### config.mk
export PLATFORM = sky130hd
export DESIGN_NAME = axi_master_flat
export DESIGN_NICKNAME = d
export VERILOG_FILES = /design/src/rtl/axi_master_if.sv /design/src/rtl/axi_master.sv /design/src/flat_wrapper.sv
export SDC_FILE = /design/constraint.sdc
export NUM_CORES = 1
export LEC_CHECK = 0
export BUFFER_PORTS_ARGS = -buffer_cell sky130_fd_sc_hd__buf_2
export CAP_MARGIN = 20
export CORE_MARGIN = 5
export CORE_UTILIZATION = 40
export DETAILED_ROUTE_END_ITERATION = 12
export GPL_TIMING_DRIVEN = 0
export HOLD_SLACK_MARGIN = 0.1
export PLACE_DENSITY = 0.73
export SKIP_CTS_REPAIR_TIMING = 1
export SLEW_MARGIN = 40
export SYNTH_ARGS = -nofsm -noshare
export SYNTH_HDL_FRONTEND = slang
export SYNTH_SLANG_ARGS = --single-unit
### constraint.sdc
create_clock -name clk_i -period 2.92 [get_ports clk_i]
set_clock_uncertainty 0.1 [all_clocks]
set_input_delay 0.584 -clock clk_i [delete_from_list [all_inputs] [get_ports clk_i]]
set_output_delay 0.584 -clock clk_i [all_outputs]
set_load 0.1 [all_outputs]
### src/rtl/axi_master_if.sv
// rtl/axi_master_if.sv - handshake request port and AXI4-Lite bus bundle for axi_master
interface axi_master_if;
    // Initiator handshake port
    logic        hs_read_i;
    logic        hs_write_i;
    logic [31:0] hs_addr_i;
    logic [31:0] hs_data_i;
    logic [3:0]  byte_select_i;
    logic        hs_ready_o;
    logic [31:0] hs_data_o;
    logic        hs_err_o;
    // AR channel
    logic        arvalid_o;
    logic        arready_i;
    logic [31:0] araddr_o;
    // R channel
    logic        rvalid_i;
    logic        rready_o;
    logic [31:0] rdata_i;
    logic [1:0]  rresp_i;
    // AW channel
    logic        awvalid_o;
    logic        awready_i;
    logic [31:0] awaddr_o;
    // W channel
    logic        wvalid_o;
    logic        wready_i;
    logic [31:0] wdata_o;
    logic [3:0]  wstrb_o;
    // B channel
    logic        bvalid_i;
    logic        bready_o;
    logic [1:0]  bresp_i;

    modport master (
        input  hs_read_i, hs_write_i, hs_addr_i, hs_data_i, byte_select_i,
        output hs_ready_o, hs_data_o, hs_err_o,
        output arvalid_o, araddr_o, input arready_i,
        input  rvalid_i, rdata_i, rresp_i, output rready_o,
        output awvalid_o, awaddr_o, input awready_i,
        output wvalid_o, wdata_o, wstrb_o, input wready_i,
        input  bvalid_i, bresp_i, output bready_o
    );

    modport slave (
        output hs_read_i, hs_write_i, hs_addr_i, hs_data_i, byte_select_i,
        input  hs_ready_o, hs_data_o, hs_err_o,
        input  arvalid_o, araddr_o, output arready_i,
        output rvalid_i, rdata_i, rresp_i, input rready_o,
        input  awvalid_o, awaddr_o, output awready_i,
        input  wvalid_o, wdata_o, wstrb_o, output wready_i,
        output bvalid_i, bresp_i, input bready_o
    );
endinterface

### src/rtl/axi_master.sv
// rtl/axi_master.sv - single-outstanding AXI4-Lite master from a level handshake; AXI_MASTER_RESP_CHECK_EN enables hs_err_o
module axi_master (
    input  logic            clk_i,
    input  logic            rst_i,
    axi_master_if.master    bus
);
    typedef enum logic [2:0] {IDLE, AR, R, WR, B, RESP} state_t;

    state_t      state;
    logic [31:0] addr_q;
    logic [31:0] wdata_q;
    logic [3:0]  wstrb_q;
    logic [31:0] rdata_q;
    logic        arvalid_q;
    logic        rready_q;
    logic        awvalid_q;
    logic        wvalid_q;
    logic        bready_q;
    logic        ready_q;
    logic        err_q;
    logic        aw_done;
    logic        w_done;

    logic        aw_fire;
    logic        w_fire;
    logic        aw_done_nx;
    logic        w_done_nx;
    logic        r_err;
    logic        b_err;

    // Channel handshakes and the completion view including the current cycle
    assign aw_fire    = awvalid_q & bus.awready_i;
    assign w_fire     = wvalid_q  & bus.wready_i;
    assign aw_done_nx = aw_done | aw_fire;
    assign w_done_nx  = w_done  | w_fire;

`ifdef AXI_MASTER_RESP_CHECK_EN
    // SLVERR/DECERR (any non-OKAY response) flags an error
    assign r_err = |bus.rresp_i;
    assign b_err = |bus.bresp_i;
`else
    // Responses are ignored; the error flop stays at its reset value
    logic unused_resp;
    assign unused_resp = ^{bus.rresp_i, bus.bresp_i};
    assign r_err = 1'b0;
    assign b_err = 1'b0;
`endif

    // Transaction FSM with registered AXI and handshake outputs
    always_ff @(posedge clk_i or negedge rst_i) begin
        if (!rst_i) begin
            state     <= IDLE;
            addr_q    <= '0;
            wdata_q   <= '0;
            wstrb_q   <= '0;
            rdata_q   <= '0;
            arvalid_q <= 1'b0;
            rready_q  <= 1'b0;
            awvalid_q <= 1'b0;
            wvalid_q  <= 1'b0;
            bready_q  <= 1'b0;
            ready_q   <= 1'b0;
            err_q     <= 1'b0;
            aw_done   <= 1'b0;
            w_done    <= 1'b0;
        end else begin
            case (state)
                IDLE: begin
                    // Reads win when both requests are present
                    if (bus.hs_read_i) begin
                        state     <= AR;
                        arvalid_q <= 1'b1;
                        addr_q    <= bus.hs_addr_i;
                        wdata_q   <= bus.hs_data_i;
                        wstrb_q   <= bus.byte_select_i;
                    end else if (bus.hs_write_i) begin
                        state     <= WR;
                        awvalid_q <= 1'b1;
                        wvalid_q  <= 1'b1;
                        aw_done   <= 1'b0;
                        w_done    <= 1'b0;
                        addr_q    <= bus.hs_addr_i;
                        wdata_q   <= bus.hs_data_i;
                        wstrb_q   <= bus.byte_select_i;
                    end
                end
                AR: begin
                    if (bus.arready_i) begin
                        arvalid_q <= 1'b0;
                        rready_q  <= 1'b1;
                        state     <= R;
                    end
                end
                R: begin
                    if (bus.rvalid_i) begin
                        rready_q <= 1'b0;
                        rdata_q  <= bus.rdata_i;
                        err_q    <= r_err;
                        ready_q  <= 1'b1;
                        state    <= RESP;
                    end
                end
                WR: begin
                    // AW and W complete independently, in any order
                    if (aw_fire) begin
                        awvalid_q <= 1'b0;
                        aw_done   <= 1'b1;
                    end
                    if (w_fire) begin
                        wvalid_q <= 1'b0;
                        w_done   <= 1'b1;
                    end
                    if (aw_done_nx && w_done_nx) begin
                        bready_q <= 1'b1;
                        state    <= B;
                    end
                end
                B: begin
                    if (bus.bvalid_i) begin
                        bready_q <= 1'b0;
                        err_q    <= b_err;
                        ready_q  <= 1'b1;
                        state    <= RESP;
                    end
                end
                RESP: begin
                    ready_q <= 1'b0;
                    err_q   <= 1'b0;
                    state   <= IDLE;
                end
                default: begin
                    state <= IDLE;
                end
            endcase
        end
    end

    assign bus.arvalid_o  = arvalid_q;
    assign bus.araddr_o   = addr_q;
    assign bus.rready_o   = rready_q;
    assign bus.awvalid_o  = awvalid_q;
    assign bus.awaddr_o   = addr_q;
    assign bus.wvalid_o   = wvalid_q;
    assign bus.wdata_o    = wdata_q;
    assign bus.wstrb_o    = wstrb_q;
    assign bus.bready_o   = bready_q;
    assign bus.hs_ready_o = ready_q;
    assign bus.hs_data_o  = rdata_q;
    assign bus.hs_err_o   = err_q;
endmodule

### src/flat_wrapper.sv
// flat-port wrapper written by rule: the top's interface ports become plain ports
module axi_master_flat 
  (clk_i, rst_i, bus_hs_read_i, bus_hs_write_i, bus_hs_addr_i, bus_hs_data_i, bus_byte_select_i, bus_hs_ready_o, bus_hs_data_o, bus_hs_err_o, bus_arvalid_o, bus_araddr_o, bus_arready_i, bus_rvalid_i, bus_rdata_i, bus_rresp_i, bus_rready_o, bus_awvalid_o, bus_awaddr_o, bus_awready_i, bus_wvalid_o, bus_wdata_o, bus_wstrb_o, bus_wready_i, bus_bvalid_i, bus_bresp_i, bus_bready_o);
  axi_master_if bus_i ();
  input  logic clk_i;
  input  logic rst_i;
  input wire logic [$bits(bus_i.hs_read_i)-1:0] bus_hs_read_i;
  input wire logic [$bits(bus_i.hs_write_i)-1:0] bus_hs_write_i;
  input wire logic [$bits(bus_i.hs_addr_i)-1:0] bus_hs_addr_i;
  input wire logic [$bits(bus_i.hs_data_i)-1:0] bus_hs_data_i;
  input wire logic [$bits(bus_i.byte_select_i)-1:0] bus_byte_select_i;
  output wire logic [$bits(bus_i.hs_ready_o)-1:0] bus_hs_ready_o;
  output wire logic [$bits(bus_i.hs_data_o)-1:0] bus_hs_data_o;
  output wire logic [$bits(bus_i.hs_err_o)-1:0] bus_hs_err_o;
  output wire logic [$bits(bus_i.arvalid_o)-1:0] bus_arvalid_o;
  output wire logic [$bits(bus_i.araddr_o)-1:0] bus_araddr_o;
  input wire logic [$bits(bus_i.arready_i)-1:0] bus_arready_i;
  input wire logic [$bits(bus_i.rvalid_i)-1:0] bus_rvalid_i;
  input wire logic [$bits(bus_i.rdata_i)-1:0] bus_rdata_i;
  input wire logic [$bits(bus_i.rresp_i)-1:0] bus_rresp_i;
  output wire logic [$bits(bus_i.rready_o)-1:0] bus_rready_o;
  output wire logic [$bits(bus_i.awvalid_o)-1:0] bus_awvalid_o;
  output wire logic [$bits(bus_i.awaddr_o)-1:0] bus_awaddr_o;
  input wire logic [$bits(bus_i.awready_i)-1:0] bus_awready_i;
  output wire logic [$bits(bus_i.wvalid_o)-1:0] bus_wvalid_o;
  output wire logic [$bits(bus_i.wdata_o)-1:0] bus_wdata_o;
  output wire logic [$bits(bus_i.wstrb_o)-1:0] bus_wstrb_o;
  input wire logic [$bits(bus_i.wready_i)-1:0] bus_wready_i;
  input wire logic [$bits(bus_i.bvalid_i)-1:0] bus_bvalid_i;
  input wire logic [$bits(bus_i.bresp_i)-1:0] bus_bresp_i;
  output wire logic [$bits(bus_i.bready_o)-1:0] bus_bready_o;
  assign bus_i.hs_read_i = bus_hs_read_i;
  assign bus_i.hs_write_i = bus_hs_write_i;
  assign bus_i.hs_addr_i = bus_hs_addr_i;
  assign bus_i.hs_data_i = bus_hs_data_i;
  assign bus_i.byte_select_i = bus_byte_select_i;
  assign bus_hs_ready_o = bus_i.hs_ready_o;
  assign bus_hs_data_o = bus_i.hs_data_o;
  assign bus_hs_err_o = bus_i.hs_err_o;
  assign bus_arvalid_o = bus_i.arvalid_o;
  assign bus_araddr_o = bus_i.araddr_o;
  assign bus_i.arready_i = bus_arready_i;
  assign bus_i.rvalid_i = bus_rvalid_i;
  assign bus_i.rdata_i = bus_rdata_i;
  assign bus_i.rresp_i = bus_rresp_i;
  assign bus_rready_o = bus_i.rready_o;
  assign bus_awvalid_o = bus_i.awvalid_o;
  assign bus_awaddr_o = bus_i.awaddr_o;
  assign bus_i.awready_i = bus_awready_i;
  assign bus_wvalid_o = bus_i.wvalid_o;
  assign bus_wdata_o = bus_i.wdata_o;
  assign bus_wstrb_o = bus_i.wstrb_o;
  assign bus_i.wready_i = bus_wready_i;
  assign bus_i.bvalid_i = bus_bvalid_i;
  assign bus_i.bresp_i = bus_bresp_i;
  assign bus_bready_o = bus_i.bready_o;
  axi_master u_core (.clk_i(clk_i), .rst_i(rst_i), .bus(bus_i));
endmodule
Yosys cells after proc, flatten, opt, wreduce, memory -nomap -nowiden --
Index checks and enable logic that the tools add are counted.
Word-level totals: output and inout bits 139, logic and storage cells 88, register bits after elaboration 112
Operators by class: bitwise logic cells 4, mux-type cells 38, eq/ne operators 15, reductions and logical operators 17
Operators by type and width (count):
- $mux W32 | 4
- $mux W3 | 6
- $mux W1 | 16
- $pmux W3 S5 | 1
- $pmux W1 S2 | 7
- $ne A2 B2 Y1 const B | 6
- $reduce_and A3 Y1 | 4
- $reduce_bool A2 Y1 | 5
- $mux W4 | 2
- $reduce_and A4 Y1 | 2
- $eq A3 B2 Y1 const B | 2
- $eq A3 B3 Y1 const B | 2
- $ne A2 B1 Y1 const B | 3
- $pmux W1 S3 | 2
- $reduce_and A5 Y1 | 1
- $reduce_and A2 Y1 | 2
- $eq A3 B1 Y1 const B | 1
- $logic_not A3 Y1 | 1
- $ne A3 B3 Y1 const B | 1
- $reduce_bool A3 Y1 | 1
- $and A1 B1 Y1 | 2
- $or A1 B1 Y1 | 2
- $logic_and A1 B1 Y1 | 1

Logic depth before layout (Yosys ltp) --
word-level depth 5, mapped depth 6, mapped depth without buffers 4

Worst setup path after synthesis --
OpenSTA, ideal clock, no wires.
path kind register -> output, start register u_core.addr_q[0] (netlist: u_core.bus.araddr_o[0]), end output port bus_awaddr_o[0], arrival 1337 ps, slack 899 ps, stages on the path, launching flop included 2, required time 2236 ps, buffers on the path 1, cells stage by stage dfrtp_1 buf_4
RTL lines:
- from (decl) | RTL line axi_master.sv:10 | logic [31:0] addr_q;
- from (signal assigned) | RTL line axi_master.sv:73 | addr_q <= bus.hs_addr_i;
- from (signal assigned) | RTL line axi_master.sv:82 | addr_q <= bus.hs_addr_i;
- to (decl) | RTL line flat_wrapper.sv:23 | output wire logic [$bits(bus_i.awaddr_o)-1:0] bus_awaddr_o;
No word-level cell between the ends.

Worst setup path in the final report --
start register u_core.addr_q[10] (netlist: u_core.bus.araddr_o[10]), end output port bus_awaddr_o[10]
No word-level cell between the ends.

==> impl_metrics.env <==
export IMPL_timing_final_crit_share=0.671
export IMPL_hold_violations=0
export IMPL_worst_path_largest_cell_delay_ns=0.41
export IMPL_cts_buffer_depth=2
export IMPL_netlist_area_um2=4640
export IMPL_num_vias=3308
export IMPL_ios=252
export IMPL_detail_route_antenna_nets=0
export IMPL_cp_num_buf_inv=2
export IMPL_clkSinkCount=111
export IMPL_synth_flop_cell="dfrtp_1"
export IMPL_grt_pass1_wl_um=17900
export IMPL_core_area_um2=11400
export IMPL_die_height_um=118
export IMPL_fin_ws_ns=0.962
export IMPL_path_cells="buf_4 -> buf_2"
export IMPL_cp_arrival_ns=1.27
export IMPL_crit_family="buffers and inverters"
export IMPL_clk_latency_ns=0.35
export IMPL_clkTransAtPathRegs_ns=0.07
export IMPL_drive_gt1_frac=0.720
export IMPL_synth_most_common_cell="dfrtp_1"
export IMPL_synth_cell_type_count=32
export IMPL_synth_top_area_frac=0.599
export IMPL_rows=39
export IMPL_syn2layout_area_growth_pct=38.9
export IMPL_path_class="reg2out"
export IMPL_synth_cells=309
export IMPL_antenna_found_initial=0
export IMPL_cts_root_buf="clkbuf_16"
export IMPL_hpwlAfterDp_um=8740
export IMPL_endpoint_kind="output port"
export IMPL_rsz0062_at_grt="false"
export IMPL_dr_pass1_iters=4
export IMPL_place_gp_congestion=0.740
export IMPL_ys_seq_elements=111
export IMPL_ys_top_cells_by_area="dfrtp_1 60%, mux2_2 24%, buf_4 6.0%"
export IMPL_dp_slack_ns=1.11
export IMPL_status="finished clean"
export IMPL_dr_first_iter_drc_count=109
export IMPL_syn_area_per_cell_um2=15.0
export IMPL_die_area_um2=13800
export IMPL_diodes=0
export IMPL_max_freq_mhz=511
export IMPL_hp_class="in2reg"
export IMPL_portBuffers=246
export IMPL_fillers=962
export IMPL_cp_data_required_time_ns=2.24
export IMPL_setup_viol=0
export IMPL_start_util=0.408
export IMPL_die_w_um=118
export IMPL_path_max_fanout=3
export IMPL_synthArstFlopShare=1.00
export IMPL_drc=0
export IMPL_grt_usage=0.158
export IMPL_min_period_ns=1.96
export IMPL_cp_start_kind="flip-flop"
export IMPL_synth_top_cell_by_area="dfrtp_1"
export IMPL_grt_start_max_net_pins=66
export IMPL_cpMaxStageDelayCell="buf_2"
export IMPL_synthTopCellsByCount="111 x dfrtp_1, 99 x mux2_2, 37 x buf_4"
export IMPL_syn_num_nets=422
export IMPL_slew_viol_final=0
export IMPL_vias_per_cell=4.63
export IMPL_synth_edff_count=0
export IMPL_routed_wl_um=11100
export IMPL_grt_pass1_vias=3476
export IMPL_wl_per_cell_um=15.5
export IMPL_numCtsBuffers=9
export IMPL_ys_warn_count=0
export IMPL_cts_tree="built"
export IMPL_max_cap_violations=0
export IMPL_htree_levels=3
export IMPL_fin_nets=681
export IMPL_overflow=0
export IMPL_synth_seq_area_share=0.599
-- final timing paths --
kind | from | to | slack [ns] | cells after the start
setup / recovery | u_core.bus.araddr_o[10] | bus_awaddr_o[10] | 0.96 | 2
hold / removal | bus_wready_i | u_core.bus.wvalid_o | 0.35 | 2
setup reg to reg | u_core.state[0] | u_core.bus.wdata_o[25] | 1.19 | 5
hold reg to reg | u_core.bus.hs_data_o[30] | u_core.bus.hs_data_o[30] | 0.38 | 1
max in group asynchronous | rst_i | u_core.bus.araddr_o[26] | 1.48 | 3
min in group asynchronous | rst_i | u_core.bus.wdata_o[10] | 0.61 | 2
-- per-layer routing --
metal | vias to the layer above | part of all wire | global-route usage
met3 | 19 | 0.091 | 0.0581
met4 | 0 | 0.023 | 0.0695
li1 | 1554 | - | -
met2 | 141 | 0.50 | 0.265
met1 | 1594 | 0.39 | 0.181
met5 | - | 0 | 0
-- through the flow --
step	cells	TNS, ns	area (um2)	hold WS, ns	util
after floorplan	309	0	4640	0.188	-
after global placement	698	-3.76	6050	0.366	0.532
after detailed placement	699	0	6080	0.374	0.535
after CTS	714	0	6430	0.0238	0.566
after global routing	715	0	6440	0.349	0.566
final	715	0	6440	0.348	0.566
-- flip-flops by register name (all words and copies together) (netlist names) --
name                   flops
u_core.bus.awvalid_o       1
u_core.bus.rready_o        1
u_core.bus.bready_o        1
u_core.aw_done             1
u_core.bus.wstrb_o         4
u_core.bus.hs_ready_o      1
u_core.bus.hs_data_o      32
u_core.state               3
u_core.bus.arvalid_o       1
u_core.bus.wdata_o        32
u_core.w_done              1
u_core.bus.araddr_o       32
u_core.bus.wvalid_o        1
-- layout by cell type, fill, tap and decap left out --
| master | netlist | final |
|---|---|---|
| buf_12 | 2 | 2 |
| buf_16 | 0 | 1 |
| nor3b_1 | 1 | 1 |
| dlygate4sd3_1 | 0 | 1 |
| a21boi_2 | 1 | 1 |
| a221o_1 | 1 | 1 |
| nor2_4 | 1 | 1 |
| buf_6 | 4 | 4 |
| buf_2 | 1 | 246 |
| o21ai_0 | 4 | 4 |
| o21bai_1 | 1 | 1 |
| nor3b_2 | 1 | 1 |
| nor2b_1 | 2 | 2 |
| clkbuf_1 | 0 | 1 |
| nand2_1 | 6 | 6 |
| clkbuf_16 | 0 | 9 |
| nand3b_1 | 1 | 1 |
| nor2_1 | 7 | 7 |
| buf_8 | 1 | 2 |
| a31oi_1 | 2 | 2 |
| bufinv_16 | 0 | 3 |
| nand2b_1 | 2 | 2 |
| mux2_4 | 1 | 1 |
| a22oi_1 | 1 | 1 |
| inv_1 | 2 | 2 |
| dfrtp_1 | 111 | 111 |
| clkbuf_8 | 1 | 3 |
| mux2_2 | 99 | 99 |
| o21a_4 | 1 | 1 |
| a21oi_1 | 10 | 10 |
| buf_4 | 37 | 37 |
| a32o_1 | 3 | 3 |
| and3b_1 | 1 | 1 |
| nor3_4 | 1 | 1 |
| mux2_1 | 1 | 1 |
| o31ai_1 | 1 | 1 |
| conb_1 | 1 | 1 |
-- final cells by class --
type                    instances  area (um2)  share of cell area
repair buffers                248        1280               0.199
flip-flops and latches        111        2780               0.431
well taps                     143         179              0.0278
multi-input cells             150        1450               0.226
plain buffers                  46         397              0.0616
inverters                       2        7.51             0.00117
clock buffers                  12         256              0.0398
clock inverters                 3        90.1              0.0140
-- cell families (layout without fill, tap and decap cells) --
group,Yosys count,in the layout,share of synthesized area
multiplexers,101,101,0.246
AO/OA/AOI/OAI,25,25,0.0370
buffers and inverters,48,311,0.0872
flip-flops,111,111,0.599
other,1,1,0.000809
AND/OR/NAND/NOR,23,23,0.0297
Power is not shown: default switching activity piles up to over one toggle a cycle in this logic, so the estimate is an artifact.
